### config.mk
export PLATFORM = sky130hd
export DESIGN_NAME = jt10_adpcma_mix
export DESIGN_NICKNAME = d
export VERILOG_FILES = /design/src/rtl/jt10_adpcma_pkg.sv /design/src/rtl/jt10_adpcma_post.sv /design/src/rtl/jt10_adpcma_mix.sv
export SDC_FILE = /design/constraint.sdc
export NUM_CORES = 1
export LEC_CHECK = 0
export BUFFER_PORTS_ARGS = -buffer_cell sky130_fd_sc_hd__buf_2
export CAP_MARGIN = 10
export CORE_UTILIZATION = 47
export CTS_CLUSTER_SIZE = 10
export DETAILED_ROUTE_END_ITERATION = 8
export PLACE_DENSITY = 0.67
export SLEW_MARGIN = 5
export SYNTH_ARGS = -nofsm -noshare
export SYNTH_HDL_FRONTEND = slang
export SYNTH_SLANG_ARGS = --single-unit
### constraint.sdc
create_clock -name clk -period 4.2 [get_ports clk]
set_input_delay 0.84 -clock clk [delete_from_list [all_inputs] [get_ports clk]]
set_output_delay 0.84 -clock clk [all_outputs]
set_load 0.01 [all_outputs]
### src/rtl/jt10_adpcma_pkg.sv
// Shared types and constants for the ADPCM-A stereo mixer.
package jt10_adpcma_pkg;

   localparam int unsigned CH_NUM_DEF = 6;
   localparam int unsigned ACC_W      = 19;
   localparam int unsigned SMP_W      = 16;
   localparam int unsigned SLOT_W     = 3;

   localparam logic signed [SMP_W-1:0] SMP_MAX = 16'sh7FFF;
   localparam logic signed [SMP_W-1:0] SMP_MIN = 16'sh8000;

   typedef enum logic {
      ST_UNLOCKED = 1'b0,
      ST_RUN      = 1'b1
   } state_t;

endpackage : jt10_adpcma_pkg

### src/rtl/jt10_adpcma_post.sv
// Converts one 19-bit round total into a 16-bit output sample.
// JT10_ADPCMA_SAT_EN selects unity gain with clamping; otherwise the total is scaled by 1/8.
module jt10_adpcma_post
   import jt10_adpcma_pkg::*;
(
   input  logic signed [ACC_W-1:0] i_total,
   output logic signed [SMP_W-1:0] o_smp_c
);

`ifdef JT10_ADPCMA_SAT_EN
   localparam logic signed [ACC_W-1:0] W_MAX = ACC_W'(SMP_MAX);
   localparam logic signed [ACC_W-1:0] W_MIN = ACC_W'(SMP_MIN);

   always_comb begin
      o_smp_c = i_total[SMP_W-1:0];
      if (i_total > W_MAX) begin
         o_smp_c = SMP_MAX;
      end else if (i_total < W_MIN) begin
         o_smp_c = SMP_MIN;
      end
   end
`else
   // Dropping the three LSBs keeps six full-scale channels within 16 bits.
   logic [ACC_W-SMP_W-1:0] w_unused_lsb;

   assign w_unused_lsb = i_total[ACC_W-SMP_W-1:0];
   assign o_smp_c      = i_total[ACC_W-1 -: SMP_W];
`endif

endmodule : jt10_adpcma_post

### src/rtl/jt10_adpcma_mix.sv
// Sums the time-multiplexed ADPCM-A channels of each round into one stereo sample.
// Output scaling is selected by JT10_ADPCMA_SAT_EN (see jt10_adpcma_post).
module jt10_adpcma_mix
   import jt10_adpcma_pkg::*;
#(
   parameter int unsigned CH_NUM = CH_NUM_DEF
) (
   input  logic                    rst_n,
   input  logic                    clk,
   input  logic                    i_cen,
   input  logic                    i_ch_first,
   input  logic [CH_NUM-1:0]       i_ch_en,
   input  logic signed [SMP_W-1:0] i_pcm_l,
   input  logic signed [SMP_W-1:0] i_pcm_r,
   output logic signed [SMP_W-1:0] o_snd_l,
   output logic signed [SMP_W-1:0] o_snd_r,
   output logic                    o_snd_sample,
   output logic                    o_resync
);

   localparam logic [SLOT_W-1:0] SLOT_LAST = SLOT_W'(CH_NUM - 1);

   state_t                    r_state,     w_state_nxt;
   logic [SLOT_W-1:0]         r_slot,      w_slot_nxt;
   logic signed [ACC_W-1:0]   r_acc_l,     w_acc_l_nxt;
   logic signed [ACC_W-1:0]   r_acc_r,     w_acc_r_nxt;
   logic signed [SMP_W-1:0]   r_snd_l,     w_snd_l_nxt;
   logic signed [SMP_W-1:0]   r_snd_r,     w_snd_r_nxt;
   logic                      r_sample,    w_sample_nxt;
   logic                      r_resync,    w_resync_nxt;

   logic [SLOT_W-1:0]         w_slot_eff;
   logic signed [ACC_W-1:0]   w_x_l, w_x_r;
   logic signed [ACC_W-1:0]   w_sum_l, w_sum_r;
   logic signed [SMP_W-1:0]   w_post_l, w_post_r;

   // ch_first always re-anchors the current input to slot 0.
   assign w_slot_eff = i_ch_first ? '0 : r_slot;
   assign w_x_l      = i_ch_en[w_slot_eff] ? ACC_W'(i_pcm_l) : '0;
   assign w_x_r      = i_ch_en[w_slot_eff] ? ACC_W'(i_pcm_r) : '0;
   assign w_sum_l    = r_acc_l + w_x_l;
   assign w_sum_r    = r_acc_r + w_x_r;

   jt10_adpcma_post u_post_l (
      .i_total (w_sum_l),
      .o_smp_c (w_post_l)
   );

   jt10_adpcma_post u_post_r (
      .i_total (w_sum_r),
      .o_smp_c (w_post_r)
   );

   always_ff @(posedge clk or negedge rst_n) begin
      if (!rst_n) begin
         r_state  <= ST_UNLOCKED;
         r_slot   <= '0;
         r_acc_l  <= '0;
         r_acc_r  <= '0;
         r_snd_l  <= '0;
         r_snd_r  <= '0;
         r_sample <= 1'b0;
         r_resync <= 1'b0;
      end else begin
         r_state  <= w_state_nxt;
         r_slot   <= w_slot_nxt;
         r_acc_l  <= w_acc_l_nxt;
         r_acc_r  <= w_acc_r_nxt;
         r_snd_l  <= w_snd_l_nxt;
         r_snd_r  <= w_snd_r_nxt;
         r_sample <= w_sample_nxt;
         r_resync <= w_resync_nxt;
      end
   end

   // Next-state: lock on ch_first, then accumulate one slot per cen tick.
   always_comb begin
      w_state_nxt  = r_state;
      w_slot_nxt   = r_slot;
      w_acc_l_nxt  = r_acc_l;
      w_acc_r_nxt  = r_acc_r;
      w_snd_l_nxt  = r_snd_l;
      w_snd_r_nxt  = r_snd_r;
      w_sample_nxt = 1'b0;
      w_resync_nxt = 1'b0;

      if (i_cen && (r_state == ST_RUN || i_ch_first)) begin
         w_state_nxt  = ST_RUN;
         w_resync_nxt = (r_state == ST_RUN) && i_ch_first && (r_slot != '0);

         if (w_slot_eff == '0) begin
            w_acc_l_nxt = w_x_l;
            w_acc_r_nxt = w_x_r;
         end else begin
            w_acc_l_nxt = w_sum_l;
            w_acc_r_nxt = w_sum_r;
         end

         if (w_slot_eff == SLOT_LAST) begin
            w_snd_l_nxt  = w_post_l;
            w_snd_r_nxt  = w_post_r;
            w_sample_nxt = 1'b1;
            w_slot_nxt   = '0;
         end else begin
            w_slot_nxt   = w_slot_eff + SLOT_W'(1);
         end
      end
   end

   assign o_snd_l      = r_snd_l;
   assign o_snd_r      = r_snd_r;
   assign o_snd_sample = r_sample;
   assign o_resync     = r_resync;

endmodule : jt10_adpcma_mix

==> impl_metrics.csv, run 1 <==
group,metric,value,unit
timing,skew,5.50,ps
drt,antenna_left,0,
status,status,"completed",
drt,met3WireLength,479,um
timing,tightest_slew,989,ps
drt,avgRoutedWirePerCell,15.7,um
yosys,avgSynthCellArea,8.31,um^2
cts,post_cts_buffers,0,
yosys,async_flop_share,100,%
timing,finalCritPeriodShare,93.4,%
place,io_buffers,75,
cts,clockBufferDepth,2,
timing,post-route-min-period,3920,ps
worst_setup_path,crit_required,4450,ps
yosys,synth_edf_count,0,
timing,drv_slew,0,
cts,ctsHoldBuffers,0,
drt,first_pass_iters,4,
drt,wl_met2,6420,um
timing,fin_tns_setup,0,ps
run,drv_cap,0,
die,fp.dieW,109,um
drt,met1_length,6480,um
pwr,seq_power_share,29.6,%
drt,viasPerCell,5.68,
timing,finalSetupViolations,0,
min_path,min_path_type,"reg2reg",
die,die-area,11900,um^2
timing,clock.fmax,255,MHz
finish,final_cell_mix,"nand2_1, dfrtp_1, buf_2",
cts,h-tree-depth,3,
yosys,synthesis.area,5390,um^2
finish,layout_commonest_cell,"nand2_1",
timing,worst_slack,278,ps
timing,relSlewSlack,34.1,%
global_route,grt_pass1_vias,4855,
cts,cts-root-buf,"clkbuf_16",
finish,fin_nets,807,
pwr,p_switching,1.55,mW
pwr,switching_share,40.6,%
finish,layout.cells.non_filler,871,
pwr,power_leakage,3.03,nW
finish,final.fill_count,1023,
timing,hold_viol_final,0,
cts,cts_tree,"done",
drt,drc_errors,0,
finish,area_growth_syn_to_layout,17.3,%
worst_setup_path,cp_max_fo,13,
place,dpl.cell_count,856,
die,io-pin-count,76,
global_route,grt_max_degree,77,
drt,top_layer_used,"met4",
timing,rsz0062_at_grt,"no",
place,gp_congestion,0.894,
yosys,ys_ff_latch,76,
pwr,combPwrFrac,50.4,%
pwr,p_clk_share,20.0,%
worst_setup_path,startpoint_type,"input pin",
yosys,synthCells,648,
global_route,antenna_found_initial,0,
drt,route.vias.total,4944,
finish,multi_input_area,3310,um^2
cts,clk_latency,350,ps
finish,layout-drive-gt1-share,17.6,%
global_route,grt_pass1_wl,22600,um
place,place_ws,-25.2,ps
die,core_area,11000,um^2
global_route,grt_overflow,0,
place,dpl.hpwl,9840,um
drt,drt_iter0_markers,246,
die,die_h,109,um
yosys,synth_cell_types,59,
timing,hold_ws,467,ps
pwr,powerDensity,605,nW/um^2
die,start_util,49.0,%
yosys,ys_seq_area_share,35.3,%
global_route,grt.total_usage,24.6,%
cts,path_clk_slew,60,ps
worst_setup_path,path_class,"in2reg",
pwr,peakVddDrop,0.000248,V
die,num_rows,38,
cts,cts_buffers,9,
cts,clock_sinks,76,
worst_setup_path,cp.arrival,4170,ps
yosys,ys_dominant_reg_cell,"dfrtp_1",
finish,antenna_cells,0,
worst_setup_path,crit_path_end_kind,"register",
drt,wl,13700,um
cts,postCtsResizedCells,0,
yosys,ys_warn_count,0,
pwr,intPower,2.27,mW
finish,seq_area,1900,um^2
yosys,syn_nets,728,
-- critical path: stages --
cell      delay, ps
buf_2            80
mux2i_1          80
a211oi_1        300
o22ai_1         130
nand2_1         210
buf_12          170
and2_1          150
ha_1            170
inv_1            50
fa_1            390
nand2b_1        180
a21oi_1         280
o211ai_1        170
o2111a_1        210
o31ai_2         260
buf_4           170
nor4_1           50
nor4_1          280
-- synth_stat cells (6+ instances only) --
library cell,n,area (um^2)
a211oi_1,6,45.0
a21o_1,11,82.6
a21oi_1,50,250
a22oi_1,6,45.0
a31oi_1,14,87.6
and2_1,30,188
clkbuf_1,26,97.6
dfrtp_1,76,1900
ha_1,36,450
inv_1,17,63.8
mux2i_1,9,90.1
nand2_1,111,417
nand2b_1,8,50.1
nand3_1,9,45.0
nor2_1,42,158
nor3_1,11,55.1
o211ai_1,7,52.6
o21a_1,13,97.6
o21ai_0,64,320
xnor2_1,19,166
xor2_1,14,123
-- metal layers --
layer,up-vias,global-route usage (%)
met4,0,10.5
met3,23,3.65
met5,-,0
li1,2450,-
met1,2367,31.4
met2,104,41.3
-- power by group through the flow --
stage	Clock, mW	Combinational [mW]	Sequential, mW
after floorplan	0	1.33	1.17
after global placement	0	1.87	1.13
after detailed placement	0	1.91	1.14
after CTS	0.776	1.92	1.13
after global routing	0.798	2.16	1.16
final	0.763	1.93	1.13
-- kinds of logic (layout without fill, tap and decap cells) --
logic type | Yosys count | count (layout) | share of synthesized area, %
AND/OR/NAND/NOR | 235 | 235 | 20.1
XOR/XNOR | 33 | 33 | 5.37
flip-flops | 76 | 76 | 35.3
adder cells (fa/ha/maj) | 38 | 38 | 9.11
multiplexers | 14 | 14 | 2.72
buffers and inverters | 50 | 133 | 3.60
AO/OA/AOI/OAI | 202 | 202 | 23.8
-- layout make-up --
cell class | instances | area share (%)
multi-input cells | 522 | 52.3
flip-flops and latches | 76 | 30.1
repair buffers | 100 | 9.15
clock buffers | 14 | 4.50
well taps | 140 | 2.77
inverters | 18 | 1.07
clock inverters | 1 | 0.0792
-- registers in the layout, summed over array words and instances, names as in the netlist --
register,flops
r_acc_l,19
r_acc_r,19
o_snd_l,16
o_snd_r,16
r_slot,3
o_resync,1
o_snd_sample,1
r_state,1
-- through the flow --
stage | power, mW | instance area, um^2 | utilization (%)
finish | 3.82 | 6320 | 57.5
floorplan | 2.49 | 5390 | -
CTS | 3.83 | 6320 | 57.5
global placement | 3.00 | 6030 | 54.9
global route | 4.12 | 6320 | 57.5
detailed placement | 3.05 | 6030 | 54.9
-- path summary, 6_finish.rpt --
path | from | endpoint | slack, ps | depth (start not counted)
max in group asynchronous | rst_n | o_snd_r[2] | 2900 | 1
hold / removal | o_snd_r[7] | o_snd_r[7] | 470 | 2
hold reg to reg | o_snd_r[7] | o_snd_r[7] | 470 | 2
setup / recovery | i_ch_en[3] | r_acc_r[18] | 280 | 18
min in group asynchronous | rst_n | r_slot[0] | 650 | 1
setup reg to reg | r_slot[1] | r_acc_r[18] | 300 | 17
(Power assumes the default switching activity.)
==> run 2, diff against run 1 <==
Settings changed: ABC_AREA set to 1, HOLD_SLACK_MARGIN set to 0.06.
==> impl_metrics.csv, run 2 <==
group,metric,value,unit
yosys,synth_area_leaders,"dfrtp_1, nand2_1, ha_1",
timing,fin_tns_setup,0,ps
yosys,syn_nets,891,
place,placed_area,6060,um^2
pwr,power.total,3.80,mW
min_path,worstHoldPathCells,2,
yosys,ys_dominant_reg_cell,"dfrtp_1",
global_route,grt_pass1_wl,25500,um
timing,tightest_slew,991,ps
cts,clock_sinks,76,
die,die-area,12300,um^2
drt,antenna_left,0,
die,start_util,48.5,%
drt,wl_met2,7140,um
timing,hold_viol_final,0,
yosys,yosys-top-cells-count,"nand2_1, nor2_1, inv_1",
timing,worst_slack,615,ps
cts,cts-root-buf,"clkbuf_16",
worst_setup_path,cp_max_fo,32,
yosys,ys_ff_latch,76,
finish,layout-drive-gt1-share,13.7,%
worst_setup_path,crit_path_end_kind,"register",
global_route,grt_overflow,0,
worst_setup_path,r2r_end,"r_acc_r[14]",
pwr,peakVddDrop,0.000364,V
status,status,"finished with violations",
cts,path_clk_slew,60,ps
min_path,min_path_type,"reg2reg",
worst_setup_path,cp.arrival,3820,ps
place,dpl.hpwl,10300,um
pwr,powerDensity,598,nW/um^2
die,io-pin-count,76,
finish,reg.largest.list,"r_acc_l (19), r_acc_r (19)",
worst_setup_path,reg2reg_from,"r_slot[0]",
timing,clock.fmax,279,MHz
place,io_buffers,75,
global_route,antenna_found_initial,0,
cts,cts_buffers,9,
cts,clk_latency,340,ps
timing,finalCritPeriodShare,85.4,%
drt,drt_iter0_markers,254,
finish,layout.cells.non_filler,1026,
timing,drv_slew,0,
timing,rsz0062_at_grt,"no",
timing,finalSetupViolations,0,
timing,skew,5.73,ps
finish,layout_commonest_cell,"nand2_1",
min_path,hold_path_startpoint,"o_snd_l[12]",
cts,cts_tree,"done",
drt,met3WireLength,653,um
worst_setup_path,startpoint_type,"input pin",
drt,met1_length,6320,um
cts,post_cts_buffers,0,
worst_setup_path,path_class,"in2reg",
timing,hold_ws,471,ps
cts,clockBufferDepth,2,
die,core_area,11500,um^2
finish,fin_nets,959,
timing,post-route-min-period,3580,ps
pwr,power_leakage,3.53,nW
drt,wl,14500,um
yosys,synth_top_area_share,34.0,%
cts,postCtsResizedCells,0,
yosys,synth.most_common_cell,"nand2_1",
drt,viasPerCell,5.23,
place,dpl.cell_count,1011,
die,die_h,111,um
cts,h-tree-depth,3,
yosys,async_flop_share,100,%
die,fp.dieW,111,um
status,violations,"design-rule violations",
cts,ctsHoldBuffers,0,
drt,first_pass_iters,6,
worst_setup_path,rrSetupSlack,920,ps
drt,route.vias.total,5364,
worst_setup_path,crit_required,4430,ps
place,gp_congestion,0.947,
yosys,synth_cell_types,36,
yosys,synthesis.area,5590,um^2
yosys,avgSynthCellArea,6.89,um^2
global_route,grt_max_degree,77,
yosys,synthCells,811,
drt,avgRoutedWirePerCell,14.1,um
die,num_rows,39,
run,drv_cap,0,
finish,final_cell_mix,"nand2_1, nor2_1, inv_1",
finish,stdcell_area,6350,um^2
yosys,synth_edf_count,0,
yosys,ys_seq_area_share,34.0,%
yosys,synth_top_cell_by_area,"dfrtp_1",
timing,relSlewSlack,34.0,%
place,place_ws,274,ps
global_route,grt_pass1_vias,5543,
min_path,worstHoldEndpoint,"o_snd_l[12]",
yosys,ys_warn_count,0,
global_route,grt.total_usage,25.8,%
finish,area_growth_syn_to_layout,13.6,%
worst_setup_path,ff2ff_path_depth,20,
drt,drc_errors,6,
finish,antenna_cells,0,
drt,top_layer_used,"met4",
finish,utilization,55.2,%
[run 2: cell count changes after synthesis, moves of 12 or more]
cell,before,now
inv_1,17,96
nand2_1,111,242
nand3_1,9,66
and2_1,30,2
clkbuf_1,26,12
nor2_1,42,98
a21oi_1,50,38
o21ai_0,64,27
xnor2_1,19,6
[run 2: final cells by class]
class	count	area, um^2
clock buffers	14	284
inverters	100	378
clock inverters	1	5.00
repair buffers	80	415
fillers	1136	5160
flip-flops and latches	76	1900
multi-input cells	612	3190
well taps	143	179
[run 2: report_power, final]
part           switching [mW]  leakage [nW]  total (mW)  internal (mW)
clock                   0.294         0.145       0.755          0.461
combinational            1.18          2.44        1.88          0.703
sequential              0.163         0.944        1.17           1.00
total                    1.64          3.53        3.80           2.17
[run 2: worst max-delay path by stage]
stage                           from          end  depth (start not counted)
final                     i_ch_first  r_acc_r[14]                         21
after global routing      i_ch_first  r_acc_r[16]                         22
after CTS                 i_ch_first  r_acc_r[14]                         21
after detailed placement  i_ch_first  r_acc_r[14]                         21
after global placement    i_ch_first  r_acc_r[14]                         19
after floorplan           i_ch_first  r_acc_l[12]                         21
[run 2: cell families (layout without fill, tap and decap cells)]
family / Yosys count / count (layout) / share of synthesized area [%]
buf+inv: 123 / 195 / 8.93
flops: 76 / 76 / 34.0
compound gates: 117 / 117 / 11.9
simple gates: 440 / 440 / 33.7
xor+xnor: 17 / 17 / 2.66
fa+ha+maj: 38 / 38 / 8.77
[run 2: layer usage]
layer | up-vias | track usage, %
li1 | 2729 | -
met1 | 2487 | 31.2
met2 | 122 | 45.5
met3 | 26 | 5.36
met4 | 0 | 8.83
met5 | - | 0
[run 2: critical path, stage by stage]
cell,delay [ps]
buf_2,120
inv_2,140
nand2_1,100
nor2_1,140
nand2_1,70
nand3_1,100
nand2_2,170
inv_4,460
nor2_1,120
ha_1,370
nand2_1,120
nand2_1,60
nand2_1,60
nand2_1,60
nand2_1,70
nand3_1,160
a21oi_1,200
xor2_1,240
nand2_1,80
nand2_1,70
nand2_1,50
==> run 3, diff against run 2 <==
Settings changed: CTS_CLUSTER_SIZE 10 to 12, SYNTH_HIERARCHICAL set to 1.
==> impl_metrics.csv, run 3 <==
group,metric,value,unit
yosys,synthesis.area,5880,um^2
yosys,synth_cell_types,33,
die,start_util,48.6,%
yosys,synth_edf_count,0,
drt,first_pass_iters,5,
pwr,peakVddDrop,0.000235,V
timing,finalSetupViolations,0,
cts,clk_latency,350,ps
cts,ctsHoldBuffers,0,
global_route,antenna_found_initial,0,
yosys,ys_warn_count,6,
yosys,synth.most_common_cell,"nand2_1",
cts,h-tree-depth,3,
cts,cts_tree,"done",
drt,route.vias.total,5397,
global_route,grt_pass1_wl,24300,um
pwr,power.total,3.80,mW
global_route,grt_pass1_vias,5104,
run,drv_cap,0,
finish,antenna_cells,0,
cts,clock_sinks,76,
cts,postCtsResizedCells,0,
finish,reg.largest.list,"r_acc_l (19), r_acc_r (19)",
cts,post_cts_buffers,0,
timing,tightest_slew,701,ps
drt,antenna_left,0,
pwr,intPower,2.15,mW
yosys,ys_dominant_reg_cell,"dfrtp_1",
yosys,syn_nets,961,
drt,met3WireLength,630,um
pwr,combPwrFrac,49.2,%
worst_setup_path,cp.arrival,3650,ps
worst_setup_path,startpoint_type,"input pin",
timing,hold_viol_final,0,
timing,finalCritPeriodShare,81.4,%
yosys,synthCells,881,
yosys,ys_ff_latch,76,
place,io_buffers,75,
timing,drv_slew,0,
worst_setup_path,path_class,"in2reg",
drt,avgRoutedWirePerCell,13.1,um
yosys,synth_top_area_share,32.3,%
drt,met1_length,7150,um
pwr,switching_share,43.3,%
die,die-area,13000,um^2
cts,cts-root-buf,"clkbuf_16",
finish,final_cell_mix,"nand2_1, inv_1, dfrtp_1",
finish,fin_nets,999,
global_route,grt.total_usage,23.7,%
place,dpl.hpwl,10500,um
drt,drc_errors,0,
drt,wl,14300,um
die,fp.dieW,114,um
timing,skew,10.5,ps
timing,clock.fmax,293,MHz
yosys,async_flop_share,100,%
pwr,p_switching,1.64,mW
die,num_rows,40,
timing,post-route-min-period,3420,ps
timing,rsz0062_at_grt,"no",
yosys,yosys-top-cells-count,"nand2_1, inv_1, dfrtp_1",
die,die_h,114,um
pwr,powerDensity,586,nW/um^2
yosys,ys_seq_area_share,32.3,%
min_path,min_path_type,"reg2reg",
worst_setup_path,crit_required,4430,ps
yosys,synth_area_leaders,"dfrtp_1, nand2_1, ha_1",
cts,cts_buffers,9,
finish,layout-drive-gt1-share,12.7,%
finish,layout_commonest_cell,"nand2_1",
timing,fin_tns_setup,0,ps
global_route,grt_max_degree,51,
finish,layout.cells.non_filler,1092,
place,gp_congestion,0.913,
timing,relSlewSlack,53.1,%
pwr,seq_power_share,29.9,%
worst_setup_path,cp_max_fo,17,
drt,top_layer_used,"met4",
worst_setup_path,crit_path_end_kind,"register",
finish,multi_input_area,3190,um^2
yosys,avgSynthCellArea,6.67,um^2
global_route,grt_overflow,0,
drt,viasPerCell,4.94,
drt,drt_iter0_markers,336,
pwr,power_leakage,3.78,nW
drt,wl_met2,6350,um
finish,final.fill_count,1266,
die,io-pin-count,76,
yosys,synth_top_cell_by_area,"dfrtp_1",
status,status,"completed",
finish,utilization,53.5,%
cts,path_clk_slew,60,ps
pwr,p_clk_share,20.9,%
finish,seq_area,1900,um^2
cts,clockBufferDepth,2,
finish,area_growth_syn_to_layout,10.1,%
place,dpl.cell_count,1076,
die,core_area,12100,um^2
[run 3: per-stage QoR]
stage / instance area (um^2) / worst slack [ps] / hold WS, ps
floorplan: 5880 / 918 / 439
global placement: 6170 / 465 / 448
detailed placement: 6170 / 488 / 454
CTS: 6470 / 802 / 468
global route: 6470 / 447 / 484
finish: 6470 / 783 / 462
[run 3: layer usage]
| layer | global-route usage, % | vias up |
|---|---|---|
| li1 | - | 2800 |
| met1 | 32.8 | 2473 |
| met2 | 38.3 | 113 |
| met3 | 4.14 | 11 |
| met4 | 6.49 | 0 |
| met5 | 0 | - |
[run 3: power by group through the flow]
stage,clock network (mW),registers [mW],logic [mW]
3_3_place_gp,0,1.14,1.85
6_report,0.795,1.13,1.87
2_1_floorplan,0,1.19,1.62
4_1_cts,0.809,1.13,1.87
5_1_grt,0.843,1.17,2.13
3_5_place_dp,0,1.14,1.86
[run 3: final cells by class]
class                      count  share of cell area (%)
timing repair buffer          80                    6.42
multi-input combinational    632                    49.3
clock buffer                  10                    3.69
inverter                     120                    7.00
clock inverter                 6                   0.986
sequential                    76                    29.4
tap                          168                    3.25
[run 3: path summary, 6_finish.rpt]
check | startpoint | to | slack (ps) | cells past startpoint
max in group asynchronous | rst_n | o_snd_l[14] | 2870 | 2
setup reg to reg | r_slot[0] | o_snd_l[13] | 920 | 20
setup / recovery | i_ch_first | o_snd_l[13] | 780 | 22
min in group asynchronous | rst_n | o_snd_r[8] | 520 | 1
hold / removal | o_snd_l[14] | o_snd_l[14] | 460 | 2
hold reg to reg | o_snd_l[14] | o_snd_l[14] | 460 | 2
[run 3: worst max-delay path: stages]
cell and delay, ps:
buf_2 140, inv_2 80, nand2_1 90, nand2_1 80, nand2_1 50, nand2_1 50, nand2_1 60, nand2_2 130
nand2_4 200, nor2_1 180, ha_1 210, inv_1 70, fa_1 430, o21bai_1 270, nand2_1 80, nand2_1 120
nand3_1 130, nand2_1 90, nand2_1 70, and2_1 140, nand2_1 60, nand2_1 50
[run 3: cell families (layout without fill, tap and decap cells)]
| group | after synthesis | count (layout) | share of synthesized area, % |
|---|---|---|---|
| simple gates | 451 | 451 | 31.5 |
| fa+ha+maj | 38 | 38 | 8.34 |
| flops | 76 | 76 | 32.3 |
| buf+inv | 173 | 216 | 13.4 |
| xor+xnor | 24 | 24 | 3.57 |
| compound gates | 119 | 119 | 10.8 |
